### src/rtl/display_msg_scheduler.sv
// Message arbiter for the 4-digit multiplexed coffee-machine display.
// Picks standby, a selection (CE01/CL02/CC05/CP10) or an error
// (ERSR/ERSP/ERSN/ERDI), holds each shown message for a minimum time,
// rotates through simultaneous errors and generates the digit-scan strobe.
module display_msg_scheduler #(
  parameter int SCAN_DIV    = 4,
  parameter int HOLD_CYCLES = 16
) (
  input  logic       CLK,
  input  logic       RST,
  input  logic [3:0] sel_req,
  input  logic [3:0] err_req,
  output logic [3:0] msg_code,
  output logic       msg_change,
  output logic [1:0] digit,
  output logic [3:0] digit_en
);

  localparam int TW = $clog2(HOLD_CYCLES);
  localparam int PW = (SCAN_DIV > 1) ? $clog2(SCAN_DIV) : 1;
  localparam logic [TW-1:0] HOLD_LOAD = TW'(HOLD_CYCLES - 1);
  localparam logic [PW-1:0] PRESC_MAX = PW'(SCAN_DIV - 1);

  typedef enum logic [1:0] {
    IDLE     = 2'd0,
    SHOW_SEL = 2'd1,
    SHOW_ERR = 2'd2
  } state_t;

  // First set request bit searching upward from last+1 with wrap-around.
  function automatic logic [1:0] err_pick(input logic [3:0] req, input logic [1:0] last);
    logic [1:0] idx;
    logic [1:0] cand;
    logic       found;
    idx   = last;
    found = 1'b0;
    for (int k = 1; k <= 4; k++) begin
      cand = last + 2'(k);
      if (!found && req[cand]) begin
        idx   = cand;
        found = 1'b1;
      end else begin
        idx   = idx;
      end
    end
    return idx;
  endfunction

  // Lowest set request bit (fixed priority, S0 highest).
  function automatic logic [1:0] sel_pick(input logic [3:0] req);
    logic [1:0] idx;
    idx = 2'd0;
    for (int k = 3; k >= 0; k--) begin
      if (req[k]) begin
        idx = 2'(k);
      end else begin
        idx = idx;
      end
    end
    return idx;
  endfunction

  // Scan registers
  logic [PW-1:0] presc_q, presc_d;
  logic [1:0]    digit_q, digit_d;
  logic [3:0]    digit_en_q;

  // Arbiter registers
  state_t        state_q, state_d;
  logic [3:0]    msg_code_q, msg_code_d;
  logic          msg_change_q, msg_change_d;
  logic [TW-1:0] timer_q, timer_d;
  logic [1:0]    rr_q, rr_d;

  logic [1:0]    err_idx_s;
  logic [1:0]    sel_idx_s;
  logic [1:0]    cur_sel_s;
  logic [3:0]    err_code_s;
  logic [3:0]    sel_code_s;

  // Prescaler wraps at SCAN_DIV-1 and advances the scanned digit on that cycle.
  always_comb begin
    presc_d = presc_q;
    digit_d = digit_q;
    if (presc_q == PRESC_MAX) begin
      presc_d = '0;
      digit_d = digit_q + 2'd1;
    end else begin
      presc_d = presc_q + PW'(1);
      digit_d = digit_q;
    end
  end

  // Scan state; digit_en is decoded from the next digit so it never lags digit.
  always_ff @(posedge CLK or posedge RST) begin
    if (RST) begin
      presc_q    <= '0;
      digit_q    <= 2'd0;
      digit_en_q <= 4'b0001;
    end else begin
      presc_q    <= presc_d;
      digit_q    <= digit_d;
      digit_en_q <= 4'b0001 << digit_d;
    end
  end

  // Request picks and the message codes they map to.
  always_comb begin
    err_idx_s  = err_pick(err_req, rr_q);
    sel_idx_s  = sel_pick(sel_req);
    err_code_s = 4'd5 + {2'b00, err_idx_s};
    sel_code_s = 4'd1 + {2'b00, sel_idx_s};
    // Codes 1..4 have low bits 01,10,11,00; minus one gives the selection index.
    cur_sel_s  = msg_code_q[1:0] - 2'd1;
  end

  // Next-state arbitration: errors preempt selections, errors are never preempted.
  always_comb begin
    state_d    = state_q;
    msg_code_d = msg_code_q;
    rr_d       = rr_q;
    if (timer_q != '0) begin
      timer_d = timer_q - TW'(1);
    end else begin
      timer_d = timer_q;
    end
    case (state_q)
      IDLE: begin
        if (err_req != 4'd0) begin
          state_d    = SHOW_ERR;
          msg_code_d = err_code_s;
          timer_d    = HOLD_LOAD;
          rr_d       = err_idx_s;
        end else if (sel_req != 4'd0) begin
          state_d    = SHOW_SEL;
          msg_code_d = sel_code_s;
          timer_d    = HOLD_LOAD;
        end else begin
          state_d    = IDLE;
          msg_code_d = 4'd0;
        end
      end
      SHOW_SEL: begin
        if (err_req != 4'd0) begin
          state_d    = SHOW_ERR;
          msg_code_d = err_code_s;
          timer_d    = HOLD_LOAD;
          rr_d       = err_idx_s;
        end else if (timer_q != '0) begin
          state_d    = SHOW_SEL;
        end else if (sel_req[cur_sel_s]) begin
          // Still requested: keep showing it without a reload.
          state_d    = SHOW_SEL;
        end else if (sel_req != 4'd0) begin
          msg_code_d = sel_code_s;
          timer_d    = HOLD_LOAD;
        end else begin
          state_d    = IDLE;
          msg_code_d = 4'd0;
        end
      end
      SHOW_ERR: begin
        if (timer_q != '0) begin
          state_d    = SHOW_ERR;
        end else if (err_req != 4'd0) begin
          // Re-pick may land on the same code; msg_change then stays low.
          msg_code_d = err_code_s;
          timer_d    = HOLD_LOAD;
          rr_d       = err_idx_s;
        end else if (sel_req != 4'd0) begin
          state_d    = SHOW_SEL;
          msg_code_d = sel_code_s;
          timer_d    = HOLD_LOAD;
        end else begin
          state_d    = IDLE;
          msg_code_d = 4'd0;
        end
      end
      default: begin
        state_d    = IDLE;
        msg_code_d = 4'd0;
        timer_d    = '0;
      end
    endcase
    msg_change_d = (msg_code_d != msg_code_q);
  end

  // Arbiter state and registered outputs.
  always_ff @(posedge CLK or posedge RST) begin
    if (RST) begin
      state_q      <= IDLE;
      msg_code_q   <= 4'd0;
      msg_change_q <= 1'b0;
      timer_q      <= '0;
      rr_q         <= 2'd3;
    end else begin
      state_q      <= state_d;
      msg_code_q   <= msg_code_d;
      msg_change_q <= msg_change_d;
      timer_q      <= timer_d;
      rr_q         <= rr_d;
    end
  end

  assign msg_code   = msg_code_q;
  assign msg_change = msg_change_q;
  assign digit      = digit_q;
  assign digit_en   = digit_en_q;

endmodule

### config.mk
export PLATFORM = sky130hd
export DESIGN_NAME = display_msg_scheduler
export DESIGN_NICKNAME = d
export VERILOG_FILES = /design/src/rtl/display_msg_scheduler.sv
export SDC_FILE = /design/constraint.sdc
export NUM_CORES = 1
export LEC_CHECK = 0
export CORE_MARGIN = 4
export CORE_UTILIZATION = 58
export DETAILED_ROUTE_END_ITERATION = 16
export PLACE_DENSITY = 0.81
export RECOVER_POWER = 50
export SLEW_MARGIN = 20
export SYNTH_ARGS = -nofsm -noshare
export SYNTH_HDL_FRONTEND = slang
export SYNTH_SLANG_ARGS = --single-unit
### constraint.sdc
create_clock -name CLK -period 4.4 [get_ports CLK]
set_input_delay 0.66 -clock CLK [delete_from_list [all_inputs] [get_ports CLK]]
set_output_delay 0.66 -clock CLK [all_outputs]
set_load 0.1 [all_outputs]
# Word-level counts from Yosys, hierarchy flattened
# Index checks and enable logic that the tools add are counted.
totals:
  out_inout_bits: 11
  regBits: 21
  elab_cells: 94
  inputBits: 10
op_classes:
  reduce_logical: 14
  mux: 50
  shift: 1
  n_eq_ne: 7
  magnitude_cmp: 5
  add_sub_neg: 9
ops:
  columns: ["op", "n"]
  rows:
  - ["two-way mux 4 bit", 12]
  - ["two-way mux 2 bit", 19]
  - ["one-hot mux 4 bit (3 select lines)", 2]
  - ["less-than comparator 2 x 3 -> 1 bit, second input constant", 5]
  - ["nonzero test 4 bit", 3]
  - ["binary-select mux 1 bit (select 2 bit)", 5]
  - ["two-way mux 1 bit", 9]
  - ["adder 2 x 1 -> 2 bit, second input constant", 3]
  - ["one-hot mux 2 bit (3 select lines)", 1]
  - ["!= test 5 bit, second input constant", 1]
  - ["adder 2 bit, second input constant", 2]
  - ["adder 3 x 2 -> 4 bit, first input constant", 1]
  - ["== test 2 bit, second input constant", 2]
  - ["!= test 4 bit", 1]
  - ["one-hot mux 2 bit (2 select lines)", 1]
  - ["AND reduction 2 bit", 2]
  - ["left shift 1 x 2 -> 4 bit, first input constant", 1]
  - ["subtractor 4 x 1 -> 4 bit, second input constant", 1]
  - ["adder 1 x 2 -> 3 bit, first input constant", 1]
  - ["logical AND 1 bit", 3]
  - ["logical NOT 1 bit", 3]
  - ["two-way mux 3 bit", 1]
  - ["!= test 3 bit, second input constant", 1]
  - ["== test 2 x 1 -> 1 bit, second input constant", 1]
  - ["other kinds (5)", 5]

# Logic depth before layout (Yosys ltp)
depth:
  ltp_word: 18
  ltp_mapped: 10
  mapped_depth_nobuf: 10

# Least setup slack after synthesis
# Ideal clock, no wire load.
synth_timing:
  path_type: "reg2reg"
  startpoint: "reg msg_code_q[0], in the netlist msg_code[0]"
  endpoint: "reg msg_change_q, in the netlist msg_change"
  required_time_ns: 4.269
  period_less_slack_ns: 2.877
  t_arrival_ns: 2.746
  n_path_buf: 1
  setup_time_ns: 0.131
  path_stages_with_launch: 8
  setup_slack_ns: 1.523
  path_cell_list: "dfrtp_1 -> mux4_2 -> or2_1 -> buf_6 -> nor2_4 -> o221ai_2 -> a311o_1 -> or3_1"
synth_between:
  elab_chain_cells: 8
synth_lines:
  columns: ["item", "line_no", "text"]
  rows:
  - ["from (decl)", "70", "logic [3:0] msg_code_q, msg_code_d;"]
  - ["from (signal assigned)", "198", "msg_code_q <= msg_code_d;"]
  - ["subtractor 2 x 1 -> 2 bit", "114", "cur_sel_s = msg_code_q[1:0] - 2'd1;"]
  - ["binary-select mux 1 bit (select 2 bit)", "151", "end else if (sel_req[cur_sel_s]) begin"]
  - ["two-way mux 1 bit (implied by the code)", "151", null]
  - ["two-way mux 4 bit", "151", null]
  - ["two-way mux 4 bit", "149", "end else if (timer_q != '0) begin"]
  - ["two-way mux 4 bit", "144", "if (err_req != 4'd0) begin"]
  - ["one-hot mux 4 bit (3 select lines)", "127", "case (state_q)"]
  - ["!= test 4 bit (*)", "185", "msg_change_d = (msg_code_d != msg_code_q);"]
  - ["named net msg_change_d", "71", "logic msg_change_q, msg_change_d;"]
  - ["to (signal assigned)", "199", "msg_change_q <= msg_change_d;"]
  - ["to (decl)", "71", null]
# Mark *: on every way through the listed nets, which the timed path passes. The rest lies on a longest branch. The select of a mux whose other input is x is not followed.
# A chain may end at the register's enable or synchronous reset.

# Worst setup path after layout
layout_timing:
  startpoint: "in err_req[0]"
  endpoint: "reg msg_change_q, in the netlist msg_change"
layout_between:
  elab_chain_cells: 17
layout_lines:
  columns: ["item", "line_no", "text"]
  rows:
  - ["from (decl)", "12", "input logic [3:0] err_req,"]
  - ["binary-select mux 1 bit (select 2 bit)", "39", "if (!found && req[cand]) begin"]
  - ["two-way mux 1 bit (implied by the code)", "39", null]
  - ["two-way mux 1 bit", "39", null]
  - ["logical NOT 1 bit", "39", null]
  - ["logical AND 1 bit", "39", null]
  - ["two-way mux 1 bit", "39", null]
  - ["logical NOT 1 bit", "39", null]
  - ["logical AND 1 bit", "39", null]
  - ["[... 2 more ...]", null, null]
  - ["logical AND 1 bit", "39", null]
  - ["two-way mux 2 bit", "39", null]
  - ["adder 3 x 2 -> 4 bit", "111", "err_code_s = 4'd5 + {2'b00, err_idx_s};"]
  - ["two-way mux 4 bit", "165", "end else if (err_req != 4'd0) begin"]
  - ["two-way mux 4 bit", "163", "if (timer_q != '0) begin"]
  - ["one-hot mux 4 bit (3 select lines) (*)", "127", null]
  - ["!= test 4 bit (*)", "185", null]
  - ["named net msg_change_d", "71", null]
# Marked as above.

==> parameters.txt <==
Parameter                              Value

Clock tree
  Number of buffers created by CTS    3
  Clock-pin transition on the worst setup and hold timing paths    0.12 ns
  # clock sinks    21
  CTS-repair resized insts    0
  TritonCTS clock tree    built
  Worst-case clock buffer depth    2
  Number of H-tree levels    1
  Insertion delay of the later-clocked pin in the worst-skew pair    0.31 ns
  Post-CTS setup buffers    0
  Hold-fix buffer count after cts    0
  CTS root buffer    sky130_fd_sc_hd__clkbuf_4

Worst setup path
  Critical path start-end classification    primary input to flip-flop
  Startpoint types    primary input
  Path depth of the worst reg2reg path    9
  Worst-case register-to-register setup slack    1.42 ns
  Cell with the largest stage delay on the worst path    sky130_fd_sc_hd__clkdlybuf4s50_1
  Arrival time of data at the critical path endpoint    3.56 ns
  Worst reg2reg startpoint    rr_q[1]$_DFFE_PP1P_
  Endpoint of the worst register-to-register path    msg_change$_DFF_PP0_
  CP endpoint kind    flip-flop
  Maximum fanout encountered on the critical timing path    7
  Required time at the worst-slack endpoint    4.60 ns
  Critical-path cell list    clkdlybuf4s50_1 > nor2_1 > a22oi_1 > nand2_1 > ha_1 > o21ai_0 > o2bb2ai_1 > a221o_1 > a311o_1 > or3_1
  Delay contributed by the slowest stage of the critical path    slightly above 0.6 ns

Die
  Effective utilization at floorplan    62.7%
  Core box area    2300 um2
  Height of the die    roughly 58 um
  Site Rows    17
  Die footprint    about 3300 um2
  Die X-Extent    57.8 um
  Number of top-level pins    21

Drt
  Total number of vias    1332
  Count of TritonRoute iterations in the first routing pass    4
  Detailed-route DRC error count    0
  Wire length after detailed routing    3480 um
  Routed via count divided by cell count    6.25
  Antenna-violating nets left    0
  Drt wl/cell    16.3 um
  Violation count after the first detailed-routing iteration    just over 100

Pwr
  Leak Pwr    0.000706 uW
  Maximum VDD drop    530 uV
  Power density of the placed cells    572 nW/um2

Hold path
  Critical hold path startpoint    presc_q[0]$_DFF_PP0_
  Worst Hold Path EP    presc_q[0]$_DFF_PP0_
  Min-delay worst type    flip-flop to flip-flop
  Instance count along the most critical hold path    1

STA
  Setup TNS Final    0 ns
  Clk_skew    0.00605 ns
  Highest clock rate    298 MHz
  Count of final hold-check violations    0
  Period Utilization, post-route    around three quarters
  Number of pins exceeding their max-slew limit in the final report    0
  Measured slew at the worst slew-check pin    1.01 ns
  Minimum clock period after layout    3.36 ns
  Total of endpoints with negative setup slack in the final report    0
  Rel. slew slack    ~32%
  RSZ-0062 raised after global routing    false

Cells and area
  Share of post-route cells with drive strength above 1    7.57%
  Antenna Diode Count    0
  Syn-to-layout area delta    16.2%
  NumNets Final    about 200
  Area of combinational cells with multiple inputs    840 um2
  Sequential Area    529 um2
  Final core utilization    between 70 and 80%
  Number of inserted filler cells in the final layout    between 150 and 200

Place
  Detail Placement HPWL    2610 um
  Port Buffer Count    20
  Routability congestion estimate    around 0.95

Logic synthesis
  Average footprint of a synthesized cell    about 8.6 um2
  Post-Syn Nets    182
  Sequential cell area fraction in the yosys report    36.8%
  Cell area after synthesis    1440 um2
  EDFF count, synth    0
  XOR/XNOR Fraction of Synth Area    1.82%
  Number of flip-flops and latches in the synthesized netlist    21
  Post-Synth Adder-Cell Area    4.34%
  Cells after Synth    167
  Area fraction in compound gates after synthesis    between 20% and 30%
  Unique cell type count in the Yosys netlist    50
  Synthesis warning total    0
  Fraction of synthesized area in multiplexers    between 4 and 5%
  Dominant combinational cell family by area after synthesis    simple AND/OR/NAND/NOR gates
  Synth async-reset ratio    100%
  Dominant register cell in the synthesized netlist    sky130_fd_sc_hd__dfrtp_1
  Post-synthesis share of cell area spent on and, or, nand and nor gates    23.9%

Global routing
  First-pass GRT wire length    5910 um
  Tot GR Track Use    22.2%
  Antenna violations before repair    0
  Via count of the first global-routing pass    1317
  Congestion Overflow GR    0
  Pin count of the biggest net entering global routing    22

Run
  Maximum capacitance violations    0

Status
  Result of the run    finished clean
[report_power, final]
group | internal [uW] | switching [uW] | leakage, uW | total (uW)
clock network | 34.0 | 62.3 | 0.0000177 | 96.3
logic | 195 | 352 | 0.000429 | 547
registers | 250 | 64.2 | 0.000260 | 314
[layout make-up]
cell class / instances / area share (%)
sequential: 21 / 31.6
timing repair buffer: 21 / 12.4
tap: 28 / 2.09
inverter: 9 / 2.02
clock buffer: 3 / 1.35
clock inverter: 1 / 0.299
multi-input combinational: 130 / 50.2
[Yosys cell counts, types with 2 or more instances]
cell,n,share of area (%)
sky130_fd_sc_hd__a21oi_1,8,2.8
sky130_fd_sc_hd__a311o_1,2,1.4
sky130_fd_sc_hd__a31oi_1,3,1.3
sky130_fd_sc_hd__and2_1,3,1.3
sky130_fd_sc_hd__buf_2,3,1.0
sky130_fd_sc_hd__clkbuf_1,3,0.78
sky130_fd_sc_hd__dfrtp_1,18,31
sky130_fd_sc_hd__dfstp_2,3,5.5
sky130_fd_sc_hd__ha_1,5,4.3
sky130_fd_sc_hd__inv_1,9,2.3
sky130_fd_sc_hd__mux2i_1,3,2.1
sky130_fd_sc_hd__nand2_1,17,4.4
sky130_fd_sc_hd__nand3_1,5,1.7
sky130_fd_sc_hd__nor2_1,16,4.2
sky130_fd_sc_hd__nor2b_1,6,2.6
sky130_fd_sc_hd__nor3_1,5,1.7
sky130_fd_sc_hd__o21ai_0,19,6.6
sky130_fd_sc_hd__o221ai_1,2,1.2
sky130_fd_sc_hd__o22ai_1,3,1.3
sky130_fd_sc_hd__or3_1,3,1.3
sky130_fd_sc_hd__xnor2_1,2,1.2
[metal layers]
metal	wire length (um)	up-vias	global-route usage [%]
met3	232	6	3.79
met1	1430	622	27.6
met4	54	0	9.27
met2	1760	51	37.9
met5	0	-	0
li1	-	653	-
[worst max-delay path, delay by kind of cell]
family,cells,cell delay (ns)
compound gates,5,1.37
buf+inv,1,0.61
simple gates,3,0.61
fa+ha+maj,1,0.32
[metrics by stage]
stage               setup slack [ns]  instances  hold WS, ns  power (uW)  area, um2
floorplan                       1.52        167        0.403         735       1440
global placement               0.918        209        0.414         843       1650
detailed placement             0.755        209        0.422         856       1650
CTS                             1.10        213        0.439         958       1670
global route                   0.925        213        0.452        1020       1670
finish                          1.04        213        0.439         957       1670
[worst max path at each step]
stage / from / to / cells after the start
floorplan: msg_code[0]$_DFF_PP0_ / msg_change$_DFF_PP0_ / 7
detailed placement: err_req[0] / msg_change$_DFF_PP0_ / 10
finish: err_req[0] / msg_change$_DFF_PP0_ / 10
global placement: err_req[0] / msg_change$_DFF_PP0_ / 10
global route: err_req[0] / msg_change$_DFF_PP0_ / 10
CTS: err_req[0] / msg_change$_DFF_PP0_ / 10
[kinds of logic (layout without fill, tap and decap cells)]
| logic type | count (synthesis) | count (layout) |
|---|---|---|
| multiplexers | 5 | 5 |
| XOR/XNOR | 3 | 3 |
| buffers and inverters | 16 | 34 |
| adder cells (fa/ha/maj) | 5 | 5 |
| flip-flops | 21 | 21 |
| AND/OR/NAND/NOR | 66 | 66 |
| AO/OA/AOI/OAI | 51 | 51 |
[cell usage in the layout (no fill, tap or decap), types with 2 or more instances in the layout]
| cell | instances |
|---|---|
| sky130_fd_sc_hd__a21oi_1 | 8 |
| sky130_fd_sc_hd__mux2i_1 | 3 |
| sky130_fd_sc_hd__a31oi_1 | 3 |
| sky130_fd_sc_hd__clkdlybuf4s50_1 | 19 |
| sky130_fd_sc_hd__nand3_1 | 5 |
| sky130_fd_sc_hd__dfstp_2 | 3 |
| sky130_fd_sc_hd__o22ai_1 | 3 |
| sky130_fd_sc_hd__nand2_1 | 17 |
| sky130_fd_sc_hd__dfrtp_1 | 18 |
| sky130_fd_sc_hd__and2_1 | 2 |
| sky130_fd_sc_hd__nor3_1 | 5 |
| sky130_fd_sc_hd__ha_1 | 5 |
| sky130_fd_sc_hd__inv_1 | 9 |
| sky130_fd_sc_hd__o21ai_0 | 19 |
| sky130_fd_sc_hd__clkbuf_4 | 3 |
| sky130_fd_sc_hd__o221ai_1 | 2 |
| sky130_fd_sc_hd__a311o_1 | 2 |
| sky130_fd_sc_hd__xnor2_1 | 2 |
| sky130_fd_sc_hd__or3_1 | 3 |
| sky130_fd_sc_hd__nor2_1 | 16 |
| sky130_fd_sc_hd__nor2b_1 | 6 |
[flip-flops by register name (all words and copies together), names as in the netlist]
name	count
presc_q	2
msg_code	4
state_q	2
msg_change	1
timer_q	4
digit	2
rr_q	2
digit_en	4
No activity file was read; power rests on OpenSTA's default activity.
